### src/rtl/dragon_pkg.sv
// Shared definitions for the dragon move sequencer.
// Provides the sequencer state encoding, the position width,
// the default flee target and the default body-length ceiling.
package dragon_pkg;

  localparam int unsigned POS_W = 8;

  localparam logic [POS_W-1:0] FLEE_POS_DEF = 8'h00;
  localparam int unsigned MAX_LEN_DEF = 8;

  typedef enum logic [1:0] {
    ST_IDLE  = 2'd0,
    ST_REQ   = 2'd1,
    ST_SHIFT = 2'd2
  } seq_state_e;

endpackage

### src/rtl/dragon_move_sequencer_frame_tick_gen.sv
// frame_tick_gen: detects vsync rising edges and divides them into move slots.
// Ports:
//   clk, reset (sync, active-low)
//   vsync_i     frame sync, rising edge starts a frame
//   speed_sel_i speed level; period = BASE_PERIOD - SPEED_STEP*speed_sel
//   fe_o        one-cycle frame-edge strobe
//   slot_o      one-cycle strobe on the frame edge that completes a period
module frame_tick_gen #(
  parameter int unsigned BASE_PERIOD = 10,
  parameter int unsigned SPEED_STEP  = 2
) (
  input  logic       clk,
  input  logic       reset,
  input  logic       vsync_i,
  input  logic [1:0] speed_sel_i,
  output logic       fe_o,
  output logic       slot_o
);

  localparam logic [5:0] BASE_C = 6'(BASE_PERIOD);
  localparam logic [5:0] STEP_C = 6'(SPEED_STEP);

  logic       vsync_q;
  logic [5:0] frame_cnt_q;
  logic [5:0] frame_cnt_d;
  logic [5:0] period_s;
  logic [5:0] last_s;

  // Edge detect and period counter; the period is re-evaluated at every edge,
  // so a count already past a newly shortened period fires on the next edge.
  always_comb begin
    period_s    = BASE_C - (STEP_C * {4'd0, speed_sel_i});
    last_s      = period_s - 6'd1;
    fe_o        = vsync_i & ~vsync_q;
    slot_o      = 1'b0;
    frame_cnt_d = frame_cnt_q;
    if (fe_o) begin
      if (frame_cnt_q >= last_s) begin
        frame_cnt_d = 6'd0;
        slot_o      = 1'b1;
      end else begin
        frame_cnt_d = frame_cnt_q + 6'd1;
      end
    end
  end

  // Edge-detect history and frame counter registers.
  always_ff @(posedge clk) begin
    if (!reset) begin
      vsync_q     <= 1'b0;
      frame_cnt_q <= 6'd0;
    end else begin
      vsync_q     <= vsync_i;
      frame_cnt_q <= frame_cnt_d;
    end
  end

endmodule

### src/rtl/dragon_move_sequencer.sv
// dragon_move_sequencer: paces dragon moves from vsync, picks the head target,
// runs the req/ack handshake with the head and pulses the body chain shift.
// Ports:
//   clk, reset (sync, active-low)
//   vsync_i, speed_sel_i        frame timing and speed level
//   player_pos_i                player tile {x,y}
//   hit_i, grow_i               one-cycle event pulses
//   move_ack_i, moved_i         head handshake response
//   move_req_o, target_pos_o    head handshake request and target
//   body_shift_o                one-cycle segment shift pulse
//   body_len_o                  active segment count
//   fleeing_o                   flee mode active
//   overrun_o                   sticky: a slot was dropped while busy
module dragon_move_sequencer
  import dragon_pkg::*;
#(
  parameter int unsigned      BASE_PERIOD = 10,
  parameter int unsigned      SPEED_STEP  = 2,
  parameter int unsigned      FLEE_FRAMES = 60,
  parameter logic [POS_W-1:0] FLEE_POS    = FLEE_POS_DEF,
  parameter int unsigned      INIT_LEN    = 2,
  parameter int unsigned      MAX_LEN     = MAX_LEN_DEF
) (
  input  logic             clk,
  input  logic             reset,
  input  logic             vsync_i,
  input  logic [POS_W-1:0] player_pos_i,
  input  logic [1:0]       speed_sel_i,
  input  logic             hit_i,
  input  logic             grow_i,
  input  logic             move_ack_i,
  input  logic             moved_i,
  output logic             move_req_o,
  output logic [POS_W-1:0] target_pos_o,
  output logic             body_shift_o,
  output logic [3:0]       body_len_o,
  output logic             fleeing_o,
  output logic             overrun_o
);

  localparam logic [5:0] FLEE_C    = 6'(FLEE_FRAMES);
  localparam logic [3:0] INIT_C    = 4'(INIT_LEN);
  localparam logic [3:0] MAX_LEN_C = 4'(MAX_LEN);

  logic fe_s;
  logic slot_s;

  seq_state_e       state_q, state_d;
  logic             move_req_q, move_req_d;
  logic [POS_W-1:0] target_pos_q, target_pos_d;
  logic             body_shift_q, body_shift_d;
  logic [3:0]       body_len_q, body_len_d;
  logic [5:0]       flee_cnt_q, flee_cnt_d;
  logic             grow_pend_q, grow_pend_d;
  logic             overrun_q, overrun_d;
  logic             fleeing_s;

  frame_tick_gen #(
    .BASE_PERIOD(BASE_PERIOD),
    .SPEED_STEP (SPEED_STEP)
  ) u_tick (
    .clk        (clk),
    .reset      (reset),
    .vsync_i    (vsync_i),
    .speed_sel_i(speed_sel_i),
    .fe_o       (fe_s),
    .slot_o     (slot_s)
  );

  assign fleeing_s = (flee_cnt_q != 6'd0);

  // Next-state logic for flee timer, handshake FSM and body length.
  always_comb begin
    state_d      = state_q;
    move_req_d   = move_req_q;
    target_pos_d = target_pos_q;
    body_len_d   = body_len_q;
    grow_pend_d  = grow_pend_q | grow_i;
    overrun_d    = overrun_q | (slot_s && (state_q != ST_IDLE));

    // A hit reload takes priority over the frame decrement.
    if (hit_i) begin
      flee_cnt_d = FLEE_C;
    end else if (fe_s && fleeing_s) begin
      flee_cnt_d = flee_cnt_q - 6'd1;
    end else begin
      flee_cnt_d = flee_cnt_q;
    end

    case (state_q)
      ST_IDLE: begin
        if (slot_s) begin
          target_pos_d = fleeing_s ? FLEE_POS : player_pos_i;
          move_req_d   = 1'b1;
          state_d      = ST_REQ;
        end else begin
          state_d = ST_IDLE;
        end
      end
      ST_REQ: begin
        if (move_ack_i) begin
          move_req_d = 1'b0;
          state_d    = moved_i ? ST_SHIFT : ST_IDLE;
        end else begin
          state_d = ST_REQ;
        end
      end
      ST_SHIFT: begin
        // A grow arriving now only counts toward the next shift when none
        // was pending; otherwise it coalesces with the one being applied.
        if (grow_pend_q) begin
          grow_pend_d = 1'b0;
          if (body_len_q < MAX_LEN_C) begin
            body_len_d = body_len_q + 4'd1;
          end else begin
            body_len_d = body_len_q;
          end
        end else begin
          grow_pend_d = grow_i;
        end
        state_d = ST_IDLE;
      end
      default: begin
        move_req_d = 1'b0;
        state_d    = ST_IDLE;
      end
    endcase

    body_shift_d = (state_d == ST_SHIFT);
  end

  // State and output registers.
  always_ff @(posedge clk) begin
    if (!reset) begin
      state_q      <= ST_IDLE;
      move_req_q   <= 1'b0;
      target_pos_q <= '0;
      body_shift_q <= 1'b0;
      body_len_q   <= INIT_C;
      flee_cnt_q   <= 6'd0;
      grow_pend_q  <= 1'b0;
      overrun_q    <= 1'b0;
    end else begin
      state_q      <= state_d;
      move_req_q   <= move_req_d;
      target_pos_q <= target_pos_d;
      body_shift_q <= body_shift_d;
      body_len_q   <= body_len_d;
      flee_cnt_q   <= flee_cnt_d;
      grow_pend_q  <= grow_pend_d;
      overrun_q    <= overrun_d;
    end
  end

  assign move_req_o   = move_req_q;
  assign target_pos_o = target_pos_q;
  assign body_shift_o = body_shift_q;
  assign body_len_o   = body_len_q;
  assign fleeing_o    = fleeing_s;
  assign overrun_o    = overrun_q;

endmodule

### config.mk
export PLATFORM = sky130hd
export DESIGN_NAME = dragon_move_sequencer
export DESIGN_NICKNAME = d
export VERILOG_FILES = /design/src/rtl/dragon_pkg.sv /design/src/rtl/dragon_move_sequencer_frame_tick_gen.sv /design/src/rtl/dragon_move_sequencer.sv
export SDC_FILE = /design/constraint.sdc
export NUM_CORES = 1
export LEC_CHECK = 0
export CAP_MARGIN = 0
export CORE_UTILIZATION = 51
export CTS_BUF_LIST = sky130_fd_sc_hd__clkbuf_16
export DETAILED_ROUTE_END_ITERATION = 6
export GPL_TIMING_DRIVEN = 0
export PLACE_DENSITY_LB_ADDON = 0.2
export SLEW_MARGIN = 5
export SYNTH_ARGS = -nofsm -noshare
export SYNTH_HDL_FRONTEND = slang
export SYNTH_SLANG_ARGS = --single-unit
### constraint.sdc
create_clock -name clk -period 4.6 [get_ports clk]
set_clock_uncertainty 0.1 [all_clocks]
set_input_delay 0.69 -clock clk [delete_from_list [all_inputs] [get_ports clk]]
set_output_delay 0.69 -clock clk [all_outputs]
set_load 0.02 [all_outputs]
==> run_summary.xml <==
<?xml version="1.0" encoding="UTF-8"?>
<metrics>
  <group name="run_status">
    <metric name="status" unit="">completed</metric>
  </group>
  <group name="synth">
    <metric name="yosys-mux-area-fraction" unit="">0.0618</metric>
    <metric name="synthesis.yosys.warnings" unit="">0</metric>
    <metric name="area_fraction_in_compound_gates_after_synthesis" unit="">0.112</metric>
    <metric name="netlist-cell-type-count" unit="">38</metric>
    <metric name="synth-edff-count" unit="">0</metric>
    <metric name="yosysSeqAreaShare" unit="">0.426</metric>
    <metric name="synth_xor_xnor_area_share" unit="">0.0601</metric>
    <metric name="yosys_register_bits" unit="">31</metric>
    <metric name="synth-simple-area-share" unit="">0.219</metric>
    <metric name="syn_area_per_cell" unit="um2">9.17</metric>
    <metric name="asyncSetResetFlopFracSynth" unit="">0</metric>
    <metric name="synthFlopType" unit="">dfxtp_1</metric>
    <metric name="syn-cell-area" unit="um2">1460</metric>
    <metric name="synth_top_family_by_area" unit="">simple AND/OR/NAND/NOR gates</metric>
    <metric name="post_synthesis_adder_cell_area_fraction" unit="">0.0773</metric>
    <metric name="post_synth_net_total" unit="">185</metric>
    <metric name="synthesis.instances" unit="">159</metric>
  </group>
  <group name="critical_path">
    <metric name="cp_max_fo" unit="">9</metric>
    <metric name="reg2reg_slack" unit="ps">2610</metric>
    <metric name="critical_path_class" unit="">in2reg</metric>
    <metric name="cp-start-kind" unit="">primary input</metric>
    <metric name="critical_path.slowest_cell" unit="">a2111oi_2</metric>
    <metric name="cp_endpoint_kind" unit="">flip-flop</metric>
    <metric name="cp_data_arrival_time" unit="ps">2860</metric>
    <metric name="critical_path.max_stage_delay" unit="ps">510</metric>
    <metric name="r2r-start" unit="">u_tick.frame_cnt_q[3]$_SDFFE_PN0P_</metric>
    <metric name="r2r_end" unit="">target_pos_o[2]$_SDFFE_PN0P_</metric>
    <metric name="worstPathCellList" unit="">clkdlybuf4s50_1 &gt; inv_1 &gt; ha_1 &gt; inv_1 &gt; ha_1 &gt; a2111oi_2 &gt; o32a_1 &gt; buf_6 &gt; mux2i_1</metric>
    <metric name="worstRegToRegCells" unit="">5</metric>
    <metric name="worst-endpoint-required" unit="ps">4700</metric>
  </group>
  <group name="global_route">
    <metric name="global_route.peak_usage_layer" unit="">met2</metric>
    <metric name="globalRouteTotalUtil" unit="">0.199</metric>
    <metric name="gr-usage-met3" unit="">0.0515</metric>
    <metric name="grt.met1_usage" unit="">0.227</metric>
    <metric name="vias_in_the_first_global_route" unit="">1167</metric>
    <metric name="grt_pass1_wl" unit="um">4910</metric>
    <metric name="global_route.usage.met2" unit="">0.348</metric>
    <metric name="grt_max_degree" unit="">11</metric>
    <metric name="number_of_antenna_violations_at_the_first_check_in_global_routing" unit="">0</metric>
    <metric name="grt-ovfl-total" unit="">0</metric>
  </group>
  <group name="timing">
    <metric name="final-setup-viol-count" unit="">0</metric>
    <metric name="fmaxAchievable" unit="MHz">362</metric>
    <metric name="maxSlewHeadroom" unit="">0.682</metric>
    <metric name="final_hold_slack" unit="ps">356</metric>
    <metric name="final_hold_viol_count" unit="">0</metric>
    <metric name="finalSetupTns" unit="ps">0</metric>
    <metric name="worst_pin_slew" unit="ps">478</metric>
    <metric name="post-route-min-period" unit="ps">2760</metric>
    <metric name="timing.final.crit_share" unit="">0.601</metric>
    <metric name="final_number_of_max_transition_violations" unit="">0</metric>
    <metric name="setup_repair_after_global_routing_missed_its_margin" unit="">no</metric>
  </group>
  <group name="power">
    <metric name="total_switching_power" unit="mW">0.144</metric>
    <metric name="cellPowerDensity" unit="nW/um2">334</metric>
    <metric name="clock_power_share" unit="">0.458</metric>
    <metric name="power.share.switching" unit="">0.221</metric>
    <metric name="totalPowerFinal" unit="mW">0.650</metric>
    <metric name="peakVddDrop" unit="uV">285</metric>
    <metric name="seqPwrFrac" unit="">0.439</metric>
    <metric name="power_frac_comb" unit="">0.103</metric>
    <metric name="p_int" unit="mW">0.507</metric>
    <metric name="power_leakage" unit="nW">0.802</metric>
  </group>
  <group name="cts">
    <metric name="postCtsSetupBuffers" unit="">0</metric>
    <metric name="cts.sink_count" unit="">31</metric>
    <metric name="clock_latency" unit="ps">270</metric>
    <metric name="cts.repair.resized" unit="">0</metric>
    <metric name="cts_buffer_depth" unit="">2</metric>
    <metric name="clock_tree_from_tritoncts" unit="">built</metric>
    <metric name="clkSlewWorstSetupHoldPaths" unit="ps">50</metric>
    <metric name="cts_buffers" unit="">5</metric>
    <metric name="cts_hold_buf" unit="">0</metric>
    <metric name="clockRootBuffer" unit="">clkbuf_16</metric>
    <metric name="clock_tree.htree_level_count" unit="">2</metric>
  </group>
  <group name="layout">
    <metric name="area_growth_syn_to_layout" unit="%">33.4</metric>
    <metric name="proportion_of_layout_cells_with_a_drive_suffix_above_1" unit="">0.0606</metric>
    <metric name="instances_no_fill" unit="">229</metric>
    <metric name="most-common-layout-cells" unit="">dfxtp_1 (31), clkdlybuf4s50_1 (31), nand2_1 (30)</metric>
    <metric name="num_antenna_cells" unit="">0</metric>
    <metric name="final_core_utilization" unit="">0.711</metric>
    <metric name="num-nets-final" unit="">223</metric>
  </group>
  <group name="placed_design">
    <metric name="numPlacedInstances" unit="">221</metric>
    <metric name="quantity_of_i_o_buffers_inserted_on_ports" unit="">31</metric>
    <metric name="detailed_place_hpwl" unit="um">2110</metric>
    <metric name="place.gp.congestion" unit="">0.768</metric>
  </group>
  <group name="min_path">
    <metric name="hold_path_end" unit="">overrun_o$_SDFF_PN0_</metric>
    <metric name="holdPathStages" unit="">2</metric>
    <metric name="min_path_type" unit="">reg2reg</metric>
    <metric name="worst_hold_startpoint" unit="">overrun_o$_SDFF_PN0_</metric>
  </group>
  <group name="floorplan">
    <metric name="floorplan.initialDensity" unit="">0.533</metric>
    <metric name="floorplan.die.height" unit="um">55.5</metric>
    <metric name="die_width" unit="um">55.5</metric>
    <metric name="design.portCount" unit="">33</metric>
    <metric name="die_area" unit="um2">3080</metric>
    <metric name="core_region_area" unit="um2">2730</metric>
    <metric name="placementRows" unit="">19</metric>
  </group>
  <group name="route">
    <metric name="avgViaCountPerCell" unit="">5.23</metric>
    <metric name="routed_wire_length_per_instance" unit="um">12.2</metric>
    <metric name="routed-via-count" unit="">1197</metric>
    <metric name="violation_count_after_the_first_detailed_route_iteration" unit="">27</metric>
    <metric name="firstDrtPassIters" unit="">4</metric>
    <metric name="total_wirelength" unit="um">2790</metric>
    <metric name="drt_drc_violations_left" unit="">0</metric>
    <metric name="route.antenna.remaining_nets" unit="">0</metric>
  </group>
  <group name="flow_run">
    <metric name="drv.max_cap_violation_count" unit="">0</metric>
  </group>
</metrics>
-- synthesized netlist by cell type (2+ instances only) --
| master | n | area, um2 |
|---|---|---|
| xor2_1 | 6 | 52.6 |
| and3_1 | 2 | 12.5 |
| inv_1 | 8 | 30.0 |
| o21a_1 | 2 | 15.0 |
| nand2_1 | 30 | 113 |
| o31a_1 | 2 | 17.5 |
| nand4_1 | 3 | 18.8 |
| dfxtp_1 | 31 | 621 |
| mux2i_1 | 9 | 90.1 |
| nand2b_1 | 3 | 18.8 |
| nor2b_1 | 2 | 12.5 |
| buf_6 | 2 | 22.5 |
| ha_1 | 9 | 113 |
| a21oi_1 | 7 | 35.0 |
| or2_1 | 3 | 18.8 |
| clkbuf_1 | 2 | 7.51 |
| xnor2_1 | 4 | 35.0 |
| nor2_1 | 14 | 52.6 |
-- through the flow --
step | area (um2) | setup WS (ps)
after floorplan | 1460 | 2270
after global placement | 1810 | 1670
after detailed placement | 1810 | 1600
after CTS | 1940 | 1800
after global routing | 1940 | 1640
final | 1940 | 1840
-- flip-flops by register name, indices dropped and copies added, names as in the netlist --
register            count
target_pos_o            8
flee_cnt_q              6
u_tick.frame_cnt_q      6
body_len_o              4
state_q                 2
body_shift_o            1
grow_pend_q             1
move_req_o              1
overrun_o               1
u_tick.vsync_q          1
-- cell families (layout without fill, tap and decap cells) --
family | count (synthesis) | count (layout)
compound gates | 22 | 22
simple gates | 65 | 65
fa+ha+maj | 9 | 9
buf+inv | 13 | 52
xor+xnor | 10 | 10
flops | 31 | 31
mux | 9 | 9
-- critical path, delay by kind of cell --
family	cells	cell delay (ps)
compound gates	2	760
fa+ha+maj	2	440
buf+inv	4	770
mux	1	200
-- power groups by stage --
stage	clock [mW]	combinational, mW	sequential (mW)
2_1_floorplan	0	0.0422	0.289
3_3_place_gp	0	0.0652	0.290
3_5_place_dp	0	0.0674	0.291
4_1_cts	0.303	0.0681	0.285
5_1_grt	0.315	0.0757	0.286
6_report	0.298	0.0673	0.286
-- routing by layer --
metal | part of all wire | vias up
met2 | 0.48 | 29
met1 | 0.45 | 542
li1 | - | 619
met4 | 0.018 | 0
met3 | 0.046 | 7
met5 | 0 | -
-- worst max-delay path by stage --
| stage | from | endpoint | slack, ps | cells past startpoint |
|---|---|---|---|---|
| floorplan | speed_sel_i[0] | target_pos_o[0]$_SDFFE_PN0P_ | 2270 | 8 |
| global placement | speed_sel_i[0] | target_pos_o[5]$_SDFFE_PN0P_ | 1670 | 9 |
| detailed placement | speed_sel_i[0] | target_pos_o[2]$_SDFFE_PN0P_ | 1600 | 9 |
| CTS | speed_sel_i[0] | target_pos_o[2]$_SDFFE_PN0P_ | 1800 | 9 |
| global route | speed_sel_i[0] | target_pos_o[4]$_SDFFE_PN0P_ | 1640 | 9 |
| finish | speed_sel_i[0] | target_pos_o[2]$_SDFFE_PN0P_ | 1840 | 9 |
-- cell type report --
cell class | count | area [um2]
flip-flops and latches | 31 | 621
plain buffers | 5 | 33.8
clock inverters | 3 | 12.5
repair buffers | 31 | 310
fillers | 221 | 790
multi-input cells | 115 | 773
inverters | 8 | 30.0
clock buffers | 5 | 125
well taps | 31 | 38.8
(Power assumes the default switching activity.)
